File: src/rtl/ac_motor_pkg.sv
// Shared constants and types for the AC motor PWM carrier generator.
package ac_motor_pkg;

  localparam logic [1:0] MODE_TRI    = 2'd0;
  localparam logic [1:0] MODE_SAW_UP = 2'd1;
  localparam logic [1:0] MODE_SAW_DN = 2'd2;

  localparam int unsigned DEFAULT_LEVEL_BITS  = 13;
  localparam int unsigned DEFAULT_OUTPUT_BITS = 24;

  typedef enum logic {
    DirDown = 1'b0,
    DirUp   = 1'b1
  } dir_e;

endpackage

File: src/rtl/ac_motor_prescaler.sv
// Step-rate prescaler: one tick every div_i+1 enabled clocks.
module ac_motor_prescaler #(
  parameter int unsigned PRESCALE_BITS = 8
) (
  input  logic                     clk_i,
  input  logic                     rst_ni,
  input  logic                     en_i,
  input  logic [PRESCALE_BITS-1:0] div_i,
  output logic                     tick_o
);

  logic [PRESCALE_BITS-1:0] presc_q, presc_d;

  // Exact match only: a count already past div_i runs on to the wrap, never ticks early.
  always_comb begin
    tick_o  = en_i && (presc_q == div_i);
    presc_d = presc_q + PRESCALE_BITS'(1);
    if (!en_i || tick_o) begin
      presc_d = '0;
    end
  end

  always_ff @(posedge clk_i) begin
    if (!rst_ni) begin
      presc_q <= '0;
    end else begin
      presc_q <= presc_d;
    end
  end

endmodule

File: src/rtl/ac_motor_carrier.sv
// Signed PWM carrier (triangle / saw up / saw down) with peak/valley strobes and lock flag.
module ac_motor_carrier
  import ac_motor_pkg::*;
#(
  parameter int unsigned OUTPUT_BITS   = DEFAULT_OUTPUT_BITS,
  parameter int unsigned LEVEL_BITS    = DEFAULT_LEVEL_BITS,
  parameter int unsigned PRESCALE_BITS = 8,
  parameter int unsigned AMP_DEFAULT   = 4094
) (
  input  logic                          CLK,
  input  logic                          RESET_N,
  input  logic                          ENABLE,
  input  logic [PRESCALE_BITS-1:0]      DIV,
  input  logic [LEVEL_BITS-2:0]         AMP,
  input  logic [1:0]                    MODE,
  output logic signed [OUTPUT_BITS-1:0] CARRIER,
  output logic                          PEAK,
  output logic                          VALLEY,
  output logic                          LOCK
);

  localparam int unsigned Shift = OUTPUT_BITS - LEVEL_BITS;
  localparam logic [LEVEL_BITS-2:0] AmpRst = (LEVEL_BITS-1)'(AMP_DEFAULT);

  typedef logic signed [LEVEL_BITS-1:0] level_t;

  logic                          tick;
  level_t                        cnt_q, cnt_d, step_cnt, amp_s, neg_amp;
  dir_e                          dir_q, dir_d, step_dir;
  logic [LEVEL_BITS-2:0]         amp_r_q, amp_r_d;
  logic [1:0]                    mode_r_q, mode_r_d;
  logic                          up_eff, hit_peak, hit_valley, latch;
  logic                          peak_q, peak_d, valley_q, valley_d, lock_q, lock_d;
  logic signed [OUTPUT_BITS-1:0] carrier_q, carrier_d;

  ac_motor_prescaler #(
    .PRESCALE_BITS(PRESCALE_BITS)
  ) u_prescaler (
    .clk_i (CLK),
    .rst_ni(RESET_N),
    .en_i  (ENABLE),
    .div_i (DIV),
    .tick_o(tick)
  );

  always_comb begin
    amp_s    = level_t'({1'b0, amp_r_q});
    neg_amp  = -amp_s;
    up_eff   = 1'b0;
    step_cnt = cnt_q;
    step_dir = dir_q;
    case (mode_r_q)
      MODE_SAW_UP: step_cnt = (cnt_q >= amp_s) ? neg_amp : cnt_q + level_t'(1);
      MODE_SAW_DN: step_cnt = (cnt_q <= neg_amp) ? amp_s : cnt_q - level_t'(1);
      default: begin
        // Bounds compare (not equality) so a count left outside a newly latched range turns back.
        up_eff   = (dir_q == DirUp) ? (cnt_q < amp_s) : (cnt_q <= neg_amp);
        step_cnt = up_eff ? cnt_q + level_t'(1) : cnt_q - level_t'(1);
        if (step_cnt >= amp_s) begin
          step_dir = DirDown;
        end else if (step_cnt <= neg_amp) begin
          step_dir = DirUp;
        end else begin
          step_dir = up_eff ? DirUp : DirDown;
        end
      end
    endcase

    hit_peak   = (step_cnt == amp_s);
    hit_valley = (step_cnt == neg_amp);
    latch      = tick && ((mode_r_q == MODE_SAW_DN) ? hit_peak : hit_valley);

    cnt_d    = tick ? step_cnt : cnt_q;
    dir_d    = tick ? step_dir : dir_q;
    amp_r_d  = amp_r_q;
    mode_r_d = mode_r_q;
    if (latch) begin
      amp_r_d  = (AMP == '0) ? (LEVEL_BITS-1)'(1) : AMP;
      mode_r_d = MODE;
      dir_d    = DirUp;
    end

    peak_d    = tick && hit_peak;
    valley_d  = tick && hit_valley;
    lock_d    = ENABLE && (lock_q || valley_d);
    carrier_d = OUTPUT_BITS'(cnt_d) <<< Shift;
  end

  always_ff @(posedge CLK) begin
    if (!RESET_N) begin
      cnt_q     <= '0;
      dir_q     <= DirUp;
      amp_r_q   <= AmpRst;
      mode_r_q  <= MODE_TRI;
      peak_q    <= 1'b0;
      valley_q  <= 1'b0;
      lock_q    <= 1'b0;
      carrier_q <= '0;
    end else begin
      cnt_q     <= cnt_d;
      dir_q     <= dir_d;
      amp_r_q   <= amp_r_d;
      mode_r_q  <= mode_r_d;
      peak_q    <= peak_d;
      valley_q  <= valley_d;
      lock_q    <= lock_d;
      carrier_q <= carrier_d;
    end
  end

  assign CARRIER = carrier_q;
  assign PEAK    = peak_q;
  assign VALLEY  = valley_q;
  assign LOCK    = lock_q;

endmodule

File: config.mk
export PLATFORM = sky130hd
export DESIGN_NAME = ac_motor_carrier
export DESIGN_NICKNAME = d
export VERILOG_FILES = /design/src/rtl/ac_motor_pkg.sv /design/src/rtl/ac_motor_prescaler.sv /design/src/rtl/ac_motor_carrier.sv
export SDC_FILE = /design/constraint.sdc
export NUM_CORES = 1
export LEC_CHECK = 0
export ABC_CLOCK_PERIOD_IN_PS = 10900
export CAP_MARGIN = 25
export CORE_ASPECT_RATIO = 2
export CORE_MARGIN = 4
export CORE_UTILIZATION = 32
export CTS_CLUSTER_DIAMETER = 60
export DETAILED_ROUTE_END_ITERATION = 7
export PLACE_DENSITY = 0.54
export SKIP_LAST_GASP = 1
export SYNTH_ARGS = -nofsm -noshare
export SYNTH_HDL_FRONTEND = slang
export SYNTH_SLANG_ARGS = --single-unit
File: constraint.sdc
create_clock -name CLK -period 10.9 [get_ports CLK]
set_clock_uncertainty 0.15 [all_clocks]
set_input_delay 2.18 -clock CLK [delete_from_list [all_inputs] [get_ports CLK]]
set_output_delay 2.18 -clock CLK [all_outputs]
set_load 0.02 [all_outputs]
# Word-level counts from Yosys, hierarchy flattened
# Index checks and enable logic that the tools add are counted.
# totals
register_bits	50
in_bits	25
out_inout_bits	27
word_cells	49
# op_classes
add_sub_neg	4
order_cmp	5
eq_ne	5
n_mux	11
bitwise_logic	2
n_reduce_logical	13
# ops
operator	count
$mux W13	4
$eq A13 B13 Y1	2
$ge A13 B13 Y1	2
$le A13 B13 Y1	2
$pmux W13 S2	1
$add A13 B2 Y13 const B	1
$lt A13 B13 Y1	1
$neg A12 Y13	1
$sub A13 B2 Y13 const B	1
$logic_not A12 Y1	1
$mux W12	1
$add A8 B1 Y8 const B	1
$eq A8 B8 Y1	1
$reduce_or A2 Y1	3
$logic_and A1 B1 Y1	5
$mux W1	5
$eq A2 B1 Y1 const B	1
$eq A2 B2 Y1 const B	1
$logic_or A1 B1 Y1	2
$not A1 Y1	2
$reduce_and A2 Y1	1
$logic_not A1 Y1	1

# Logic depth before layout (Yosys ltp)
# Gate-level depths: netlist of run 1.
# logic_depth
word_depth	9
depth_mapped	31
mapped_depth_nobuf	29

# By module
# A second synthesis of run 1 with hierarchy kept.
# hier_totals
cells_unflattened	795
area_unflattened_um2	6003.3
# modules_own_cells
mod	instances	cells_per_inst	area_each_um2	seq_area_each_um2
ac_motor_carrier	1	749	5532.8	620.6
ac_motor_prescaler	1	46	470.5	160.2

# Worst setup path before layout of run 1
# No wires, ideal clock.
# synth_path
path_type	register to register
start	register amp_r_q[0]
end	register dir_q
setup_time_ns	0.132
t_arrival_ns	5.860
required_ns	10.618
path_slack_ns	4.757
path_stages_with_launch	29
n_path_buf	2
period_less_slack_ns	6.143
path_cell_list	dfxtp_1 > clkbuf_1 > inv_1 > ha_1 > clkbuf_1 > nor3b_1 > xnor2_1 > inv_1 > ha_1 > a21oi_1 > nand2_1 > a211o_1 > maj3_1 > a211o_1 > a21o_4 > a211oi_2 > xnor2_1 > ha_1 > o21a_1 > o21a_1 > o21ai_0 > nand2b_1 > a21oi_1 > maj3_1 > o21ai_0 > a221oi_1 > a311oi_1 > nor3_1 > or3b_2
# synth_between
elab_chain_len	9
word_cells_on_any_way	19
classes_between	1 x add/sub; 5 x order compare; 2 x eq/ne; 9 x mux; 2 x reduce/logical
# synth_lines
element	line_no	rtl
start, declared	ac_motor_carrier.sv:30	logic [LEVEL_BITS-2:0] amp_r_q, amp_r_d;
start signal, assigned	ac_motor_carrier.sv:93	amp_r_q <= AmpRst;
start signal, assigned	ac_motor_carrier.sv:102	amp_r_q <= amp_r_d;
branches (longest 9 deep; another with $neg A12 Y13)	n/a	
end signal, assigned	ac_motor_carrier.sv:92	dir_q <= DirUp;
end signal, assigned	ac_motor_carrier.sv:101	dir_q <= dir_d;
end, declared	ac_motor_carrier.sv:29	dir_e dir_q, dir_d, step_dir;
# Several ways; the timed one is not identified.
# A chain may end at the register's enable or synchronous reset.

# Worst setup path after layout of run 1
# layout_path
start	register amp_r_q[1]
end	register dir_q
# The elaborated chain is that of the path after synthesis.

==> results of run 1 <==
==> metrics by stage <==
step	setup slack, ns	instance area (µm²)	hold WS (ns)	util [%]	cells
floorplan	4.76	6040	0.287	-	810
global placement	3.20	6500	0.314	35.3	1018
detailed placement	3.53	6510	0.324	35.4	1019
CTS	3.49	6650	0.338	36.1	1027
global route	3.07	6650	0.365	36.2	1028
finish	3.40	6650	0.329	36.2	1028
==> worst max-delay path, delay by kind of cell, from the launching register on <==
kind                       cells  cell delay, ns
DFF                            1            0.52
adders and majority gates      4            1.38
xor gates and xnor gates       2            0.73
and+or+nand+nor                7            1.24
buffers and inverters          2            0.31
AOI/OAI and AO/OA             14            3.03
==> power by group through the flow <==
stage	sequential, mW	combinational [mW]	clock, mW
finish	0.143	0.0207	0.150
global route	0.143	0.0222	0.158
CTS	0.143	0.0208	0.151
detailed placement	0.147	0.0207	0
global placement	0.147	0.0207	0
floorplan	0.146	0.0121	0
==> area by class of cell <==
cell class | instances | area, µm²
Fill cell | 1963 | 11700
Clock inverter | 2 | 12.5
Tap cell | 216 | 270
Clock buffer | 6 | 129
Inverter | 39 | 146
Timing Repair Buffer | 64 | 576
Multi-Input combinational cell | 662 | 4740
Sequential cell | 39 | 781
==> cells in the mapped netlist, types with 4 or more instances <==
library cell | count | area (µm²)
sky130_fd_sc_hd__nand4_1 | 12 | 75.1
sky130_fd_sc_hd__o21ai_1 | 4 | 20.0
sky130_fd_sc_hd__buf_6 | 4 | 45.0
sky130_fd_sc_hd__or4_1 | 5 | 37.5
sky130_fd_sc_hd__ha_1 | 46 | 576
sky130_fd_sc_hd__or2_2 | 5 | 31.3
sky130_fd_sc_hd__mux2i_1 | 33 | 330
sky130_fd_sc_hd__nor4_1 | 14 | 87.6
sky130_fd_sc_hd__a2111oi_0 | 6 | 52.6
sky130_fd_sc_hd__a31oi_1 | 12 | 75.1
sky130_fd_sc_hd__a21boi_0 | 5 | 37.5
sky130_fd_sc_hd__dfxtp_1 | 39 | 781
sky130_fd_sc_hd__a211oi_1 | 19 | 143
sky130_fd_sc_hd__nor3_1 | 25 | 125
sky130_fd_sc_hd__a21oi_1 | 37 | 185
sky130_fd_sc_hd__o22ai_1 | 4 | 25.0
sky130_fd_sc_hd__o21a_1 | 8 | 60.1
sky130_fd_sc_hd__nand3_1 | 34 | 170
sky130_fd_sc_hd__o21ai_0 | 22 | 110
sky130_fd_sc_hd__o2111ai_1 | 4 | 35.0
sky130_fd_sc_hd__and3_1 | 15 | 93.8
sky130_fd_sc_hd__a221oi_1 | 5 | 43.8
sky130_fd_sc_hd__buf_1 | 5 | 18.8
sky130_fd_sc_hd__inv_1 | 37 | 139
sky130_fd_sc_hd__nor3b_1 | 4 | 30.0
sky130_fd_sc_hd__xor2_1 | 17 | 149
sky130_fd_sc_hd__xnor2_1 | 46 | 403
sky130_fd_sc_hd__a21o_1 | 5 | 37.5
sky130_fd_sc_hd__o31ai_1 | 9 | 67.6
sky130_fd_sc_hd__nand2b_1 | 8 | 50.1
sky130_fd_sc_hd__buf_2 | 12 | 60.1
sky130_fd_sc_hd__and2_1 | 7 | 43.8
sky130_fd_sc_hd__o211ai_1 | 10 | 75.1
sky130_fd_sc_hd__or3_1 | 6 | 37.5
sky130_fd_sc_hd__nor2_1 | 45 | 169
sky130_fd_sc_hd__buf_4 | 15 | 113
sky130_fd_sc_hd__nor2b_1 | 16 | 100
sky130_fd_sc_hd__a211o_1 | 5 | 43.8
sky130_fd_sc_hd__nand2_1 | 83 | 312
sky130_fd_sc_hd__clkbuf_1 | 32 | 120
==> registers in the layout, indices dropped and copies added (netlist names) <==
signal / flops
PEAK: 1
LOCK: 1
u_prescaler.presc_q: 8
VALLEY: 1
CARRIER: 13
dir_q: 1
mode_r_q: 2
amp_r_q: 12
==> path summary, 6_finish.rpt <==
path	from	end	slack [ns]	depth (start not counted)
worst max-delay path	amp_r_q[1]	dir_q	3.40	29
worst max register to register	amp_r_q[1]	dir_q	3.40	29
worst min register to register	u_prescaler.presc_q[0]	u_prescaler.presc_q[0]	0.33	1
worst min-delay path	u_prescaler.presc_q[0]	u_prescaler.presc_q[0]	0.33	1
==> cells by family after synthesis <==
kind of cell / after synthesis / synth area share, %
AOI/OAI and AO/OA: 200 / 25.1
xor gates and xnor gates: 68 / 11.0
adders and majority gates: 48 / 9.93
buffers and inverters: 109 / 8.72
DFF: 39 / 13.0
muxes: 37 / 6.49
other: 1 / 0.0625
and+or+nand+nor: 298 / 25.7
==> per-layer routing <==
metal,vias up,global-route usage [%]
met5,-,0
met4,0,22.8
met3,155,3.18
met2,377,47.4
met1,3057,23.7
li1,2942,-
==> flow_results.xml, run 1 <==
<?xml version="1.0" encoding="UTF-8"?>
<metrics>
  <group name="yosys">
    <metric name="synthesis.yosys.warnings" unit="">0</metric>
    <metric name="synth_edf_count" unit="">0</metric>
    <metric name="mappedNetlistArea" unit="mm²">0.00600</metric>
    <metric name="synth.lib_cells_used.distinct" unit="">94</metric>
    <metric name="synth.ff_latch_count" unit="">39</metric>
    <metric name="dominantRegCellSynth" unit="">sky130_fd_sc_hd__dfxtp_1</metric>
    <metric name="yosysSeqAreaShare" unit="%">13.0</metric>
    <metric name="cells_after_synth" unit="">800</metric>
    <metric name="postSynth.asyncResetShare" unit="%">0</metric>
    <metric name="synth.avg_cell_area" unit="µm²">7.50</metric>
  </group>
  <group name="pwr">
    <metric name="pwr-share-seq" unit="%">45.7</metric>
    <metric name="report.power.total" unit="mW">0.314</metric>
    <metric name="power_frac_clock" unit="%">47.7</metric>
    <metric name="irDropWorstVdd" unit="V">0.0000820</metric>
    <metric name="p_leak" unit="nW">2.57</metric>
    <metric name="power_switching" unit="mW">0.0753</metric>
    <metric name="internal-power" unit="mW">0.238</metric>
    <metric name="power.share.combinational" unit="%">6.6</metric>
    <metric name="netSwitchingFraction" unit="%">24.0</metric>
    <metric name="power_density" unit="mW/mm²">47.1</metric>
  </group>
  <group name="critical_path">
    <metric name="setup.worst_path.class" unit="">flip-flop to flip-flop</metric>
    <metric name="crit_arrival" unit="ns">7.53</metric>
    <metric name="worst_setup_path_start_kind" unit="">flip-flop</metric>
    <metric name="crit_path_max_incr_delay" unit="ns">0.55</metric>
    <metric name="slowest_stage" unit="">sky130_fd_sc_hd__a2111oi_0</metric>
    <metric name="worst-path-max-fanout" unit="">14</metric>
    <metric name="worstSetupEndpointType" unit="">flip-flop</metric>
    <metric name="cp_data_required_time" unit="ns">10.92</metric>
  </group>
  <group name="detailed_routing">
    <metric name="detail_route.wirelength" unit="µm">27700</metric>
    <metric name="wl_per_cell" unit="µm">27.0</metric>
    <metric name="route.detailed.drc" unit="">0</metric>
    <metric name="met1_length" unit="µm">8810</metric>
    <metric name="routed-wl-met2" unit="µm">14300</metric>
    <metric name="met3WireLength" unit="µm">1580</metric>
    <metric name="topRoutingLayerUsed" unit="">met4</metric>
    <metric name="routed_via_density" unit="">6.35</metric>
    <metric name="detailedRoute.firstIterationViolations" unit="">472</metric>
    <metric name="vias" unit="">6531</metric>
    <metric name="detail_route.first_pass.iterations" unit="">6</metric>
    <metric name="final_antenna_net_count" unit="">0</metric>
  </group>
  <group name="timing">
    <metric name="setup_total_negative_slack" unit="ns">0</metric>
    <metric name="drv_slew" unit="">0</metric>
    <metric name="timing.final.crit_period" unit="ns">7.50</metric>
    <metric name="finalSetupViolCount" unit="">0</metric>
    <metric name="grt_setup_unrepaired" unit="">no</metric>
    <metric name="max_slew_margin" unit="%">34.8</metric>
    <metric name="hold_violations" unit="">0</metric>
    <metric name="finalCritPeriodShare" unit="%">68.8</metric>
    <metric name="clock.fmax" unit="MHz">133</metric>
    <metric name="worst_slew_pin_slew" unit="ns">0.978</metric>
  </group>
  <group name="floorplan">
    <metric name="die_area" unit="mm²">0.0211</metric>
    <metric name="die_h" unit="µm">202</metric>
    <metric name="chipWidth" unit="µm">105</metric>
    <metric name="row_count" unit="">70</metric>
    <metric name="core_area" unit="mm²">0.0184</metric>
    <metric name="io_pins" unit="">52</metric>
    <metric name="initial_util" unit="%">32.6</metric>
  </group>
  <group name="clock_tree">
    <metric name="clock-sinks" unit="">39</metric>
    <metric name="clk_pin_slew" unit="ns">0.06</metric>
    <metric name="cts_root_buffer" unit="">sky130_fd_sc_hd__clkbuf_16</metric>
    <metric name="tritoncts" unit="">done</metric>
    <metric name="cts.path.max_buffers" unit="">2</metric>
    <metric name="ctsHoldBuffers" unit="">0</metric>
    <metric name="number_of_gates_given_a_new_drive_strength_after_cts" unit="">0</metric>
    <metric name="htree_num_levels" unit="">2</metric>
    <metric name="cts_made_buffers" unit="">5</metric>
    <metric name="cts.repair_timing.setup_buffer_count" unit="">0</metric>
    <metric name="worstSkewPairLatency" unit="ns">0.29</metric>
  </group>
  <group name="cells_and_area">
    <metric name="final_common_cell" unit="">sky130_fd_sc_hd__nand2_1</metric>
    <metric name="num_antenna_cells" unit="">0</metric>
    <metric name="final_layout_size_suffix_gt1_share" unit="%">8.25</metric>
    <metric name="final_net_count" unit="">882</metric>
    <metric name="syn_to_final_growth" unit="%">10.9</metric>
    <metric name="final_cell_mix" unit="">83 x sky130_fd_sc_hd__nand2_1, 46 x sky130_fd_sc_hd__xnor2_1, 46 x sky130_fd_sc_hd__ha_1</metric>
  </group>
  <group name="global_route">
    <metric name="antenna_found_initial" unit="">0</metric>
    <metric name="global_route.overflow_total" unit="">0</metric>
    <metric name="grt_start_max_net_pins" unit="">52</metric>
    <metric name="grt_pass1_vias" unit="">6419</metric>
    <metric name="grtUsageTotal" unit="%">25.5</metric>
    <metric name="global_route_wire_length_before_repair" unit="µm">40400</metric>
  </group>
  <group name="min_path">
    <metric name="worstHoldPathType" unit="">flip-flop to flip-flop</metric>
  </group>
  <group name="placed_design">
    <metric name="dp_hpwl" unit="µm">21500</metric>
    <metric name="buffers_added_on_ports" unit="">40</metric>
    <metric name="gp_congestion" unit="">0.996</metric>
  </group>
  <group name="run_status">
    <metric name="status" unit="">complete, no violations</metric>
  </group>
  <group name="job">
    <metric name="cap_viol_max_count" unit="">0</metric>
  </group>
</metrics>
Note: power is estimated with default switching activity, not from simulation.
==> run 2: changes to the inputs <==
- ABC_CLOCK_PERIOD_IN_PS: 10900 -> 6800
- PLACE_DENSITY: 0.54 -> 0.56
- clock period: 10.9 -> 6.8 ns (I/O delays scaled with it)
==> flow_results.xml, run 2 (synthesized netlist as in run 1, its figures left out) <==
<?xml version="1.0" encoding="UTF-8"?>
<metrics>
  <group name="global_route">
    <metric name="global_route_wire_length_before_repair" unit="µm">42400</metric>
    <metric name="grtUsageTotal" unit="%">27.1</metric>
    <metric name="antenna_found_initial" unit="">0</metric>
    <metric name="global_route.overflow_total" unit="">0</metric>
    <metric name="grt_pass1_vias" unit="">6517</metric>
    <metric name="grt_start_max_net_pins" unit="">31</metric>
  </group>
  <group name="pwr">
    <metric name="irDropWorstVdd" unit="V">0.0000867</metric>
    <metric name="p_leak" unit="nW">2.74</metric>
    <metric name="power_density" unit="mW/mm²">73.6</metric>
  </group>
  <group name="floorplan">
    <metric name="die_area" unit="mm²">0.0211</metric>
    <metric name="core_area" unit="mm²">0.0184</metric>
    <metric name="chipWidth" unit="µm">105</metric>
    <metric name="io_pins" unit="">52</metric>
    <metric name="row_count" unit="">70</metric>
    <metric name="die_h" unit="µm">202</metric>
    <metric name="initial_util" unit="%">32.6</metric>
  </group>
  <group name="placed_design">
    <metric name="gp_congestion" unit="">1.15</metric>
    <metric name="dp.cells" unit="">1052</metric>
    <metric name="buffers_added_on_ports" unit="">40</metric>
    <metric name="dp_hpwl" unit="µm">23400</metric>
  </group>
  <group name="clock_tree">
    <metric name="cts_made_buffers" unit="">5</metric>
    <metric name="ctsHoldBuffers" unit="">0</metric>
    <metric name="cts_root_buffer" unit="">sky130_fd_sc_hd__clkbuf_16</metric>
    <metric name="clock-sinks" unit="">39</metric>
    <metric name="clk_pin_slew" unit="ns">0.07</metric>
    <metric name="worstSkewPairLatency" unit="ns">0.30</metric>
    <metric name="htree_num_levels" unit="">2</metric>
    <metric name="tritoncts" unit="">done</metric>
    <metric name="cts.path.max_buffers" unit="">2</metric>
    <metric name="cts.repair_timing.setup_buffer_count" unit="">0</metric>
    <metric name="number_of_gates_given_a_new_drive_strength_after_cts" unit="">0</metric>
  </group>
  <group name="detailed_routing">
    <metric name="wl_per_cell" unit="µm">27.6</metric>
    <metric name="vias" unit="">6597</metric>
    <metric name="route.detailed.drc" unit="">0</metric>
    <metric name="routed_via_density" unit="">6.21</metric>
    <metric name="detailedRoute.firstIterationViolations" unit="">524</metric>
    <metric name="detail_route.first_pass.iterations" unit="">5</metric>
    <metric name="detail_route.wirelength" unit="µm">29300</metric>
    <metric name="final_antenna_net_count" unit="">0</metric>
  </group>
  <group name="critical_path">
    <metric name="worst-path-max-fanout" unit="">8</metric>
    <metric name="crit_arrival" unit="ns">6.52</metric>
    <metric name="cp_data_required_time" unit="ns">6.83</metric>
    <metric name="worst_setup_path_start_kind" unit="">flip-flop</metric>
    <metric name="worstSetupEndpointType" unit="">flip-flop</metric>
    <metric name="timing.critical_path.from" unit="">amp_r_q[1]</metric>
    <metric name="setup.worst_path.class" unit="">flip-flop to flip-flop</metric>
    <metric name="critical_path.reg2reg.startpoint" unit="">amp_r_q[1]</metric>
  </group>
  <group name="run_status">
    <metric name="status" unit="">complete, no violations</metric>
  </group>
  <group name="cells_and_area">
    <metric name="final_net_count" unit="">916</metric>
    <metric name="final_cell_mix" unit="">83 x sky130_fd_sc_hd__nand2_1, 55 x sky130_fd_sc_hd__buf_4, 46 x sky130_fd_sc_hd__xnor2_1, 46 x sky130_fd_sc_hd__ha_1, 45 x sky130_fd_sc_hd__nor2_1</metric>
    <metric name="largest_register_ff_count" unit="">13</metric>
    <metric name="post_layout_nonfiller_instances" unit="">1062</metric>
    <metric name="num_antenna_cells" unit="">0</metric>
    <metric name="syn_to_final_growth" unit="%">16.1</metric>
    <metric name="final_common_cell" unit="">sky130_fd_sc_hd__nand2_1</metric>
    <metric name="fillerInstances" unit="">1959</metric>
    <metric name="final_layout_size_suffix_gt1_share" unit="%">12.3</metric>
  </group>
  <group name="timing">
    <metric name="setup_total_negative_slack" unit="ns">0</metric>
    <metric name="max_slew_margin" unit="%">52.4</metric>
    <metric name="timing.final.crit_period" unit="ns">6.49</metric>
    <metric name="finalCritPeriodShare" unit="%">95.4</metric>
    <metric name="drv_slew" unit="">0</metric>
    <metric name="worst_slew_pin_slew" unit="ns">0.709</metric>
    <metric name="clock.fmax" unit="MHz">154</metric>
    <metric name="fin_hold_ws" unit="ns">0.325</metric>
    <metric name="hold_violations" unit="">0</metric>
    <metric name="finalSetupViolCount" unit="">0</metric>
    <metric name="grt_setup_unrepaired" unit="">no</metric>
  </group>
  <group name="min_path">
    <metric name="worstHoldPathType" unit="">flip-flop to flip-flop</metric>
    <metric name="min_from" unit="">u_prescaler.presc_q[0]</metric>
  </group>
  <group name="job">
    <metric name="cap_viol_max_count" unit="">0</metric>
  </group>
</metrics>
## run 2: cell count changes in the layout (fill, tap and decap cells not counted), sizes merged
cell and change:
buf +32, clkbuf +2
## run 2: final timing paths
path / endpoint / slack, ns / cells past startpoint
min reg2reg: u_prescaler.presc_q[0] / 0.32 / 1
min: u_prescaler.presc_q[0] / 0.32 / 1
max: dir_q / 0.31 / 26
max reg2reg: dir_q / 0.31 / 26
## run 2: through the flow
stage / utilization (%) / instance area [µm²] / worst slack, ns / power, mW
3_3_place_gp: 36.8 / 6780 / 0.393 / 0.268
6_report: 37.9 / 6970 / 0.314 / 0.512
5_1_grt: 37.9 / 6970 / 0.0232 / 0.526
3_5_place_dp: 36.8 / 6780 / 0.357 / 0.268
4_1_cts: 37.6 / 6920 / 0.338 / 0.518
2_1_floorplan: - / 6040 / 0.657 / 0.254
## run 2: final cells by class
cell class	instances	area, µm²	share of cell area [%]
Clock buffer	6	129	1.85
Tap cell	216	270	3.88
Clock inverter	2	12.5	0.180
Timing Repair Buffer	98	866	12.4
Multi-Input combinational cell	662	4760	68.3
Sequential cell	39	782	11.2
Inverter	39	146	2.10
## run 2: worst max-delay path: stages, from the launching register on
cell and delay (ns):
sky130_fd_sc_hd__dfxtp_1 0.31, sky130_fd_sc_hd__inv_1 0.19, sky130_fd_sc_hd__ha_1 0.38, sky130_fd_sc_hd__nor3b_1 0.27, sky130_fd_sc_hd__xnor2_1 0.26, sky130_fd_sc_hd__inv_1 0.14, sky130_fd_sc_hd__ha_1 0.33, sky130_fd_sc_hd__a21oi_1 0.13
sky130_fd_sc_hd__nand2_1 0.06, sky130_fd_sc_hd__a211o_1 0.31, sky130_fd_sc_hd__maj3_1 0.36, sky130_fd_sc_hd__a211o_1 0.40, sky130_fd_sc_hd__a21o_4 0.30, sky130_fd_sc_hd__a211oi_1 0.34, sky130_fd_sc_hd__or2_2 0.17, sky130_fd_sc_hd__inv_1 0.06
sky130_fd_sc_hd__ha_1 0.29, sky130_fd_sc_hd__o21a_1 0.11, sky130_fd_sc_hd__o21ai_0 0.07, sky130_fd_sc_hd__nand2b_1 0.10, sky130_fd_sc_hd__a21oi_1 0.08, sky130_fd_sc_hd__maj3_1 0.34, sky130_fd_sc_hd__o21ai_0 0.25, sky130_fd_sc_hd__a221oi_1 0.13
sky130_fd_sc_hd__a311oi_1 0.30, sky130_fd_sc_hd__nor3_1 0.07, sky130_fd_sc_hd__or3b_2 0.46
## run 2: metal layers
metal  vias up  track usage (%)  wire (µm)
li1       3008                -          -
met2       329             50.8      15600
met4         0             23.5       3130
met3       147             2.57       1330
met5         -                0          0
met1      3113             25.7       9290
## run 2: where the power goes
| group | internal (mW) | switching, mW | leakage, nW |
|---|---|---|---|
| clock network | 0.136 | 0.113 | 0.0669 |
| logic | 0.0174 | 0.0162 | 2.36 |
| registers | 0.229 | 0.000629 | 0.315 |
| total | 0.382 | 0.130 | 2.74 |
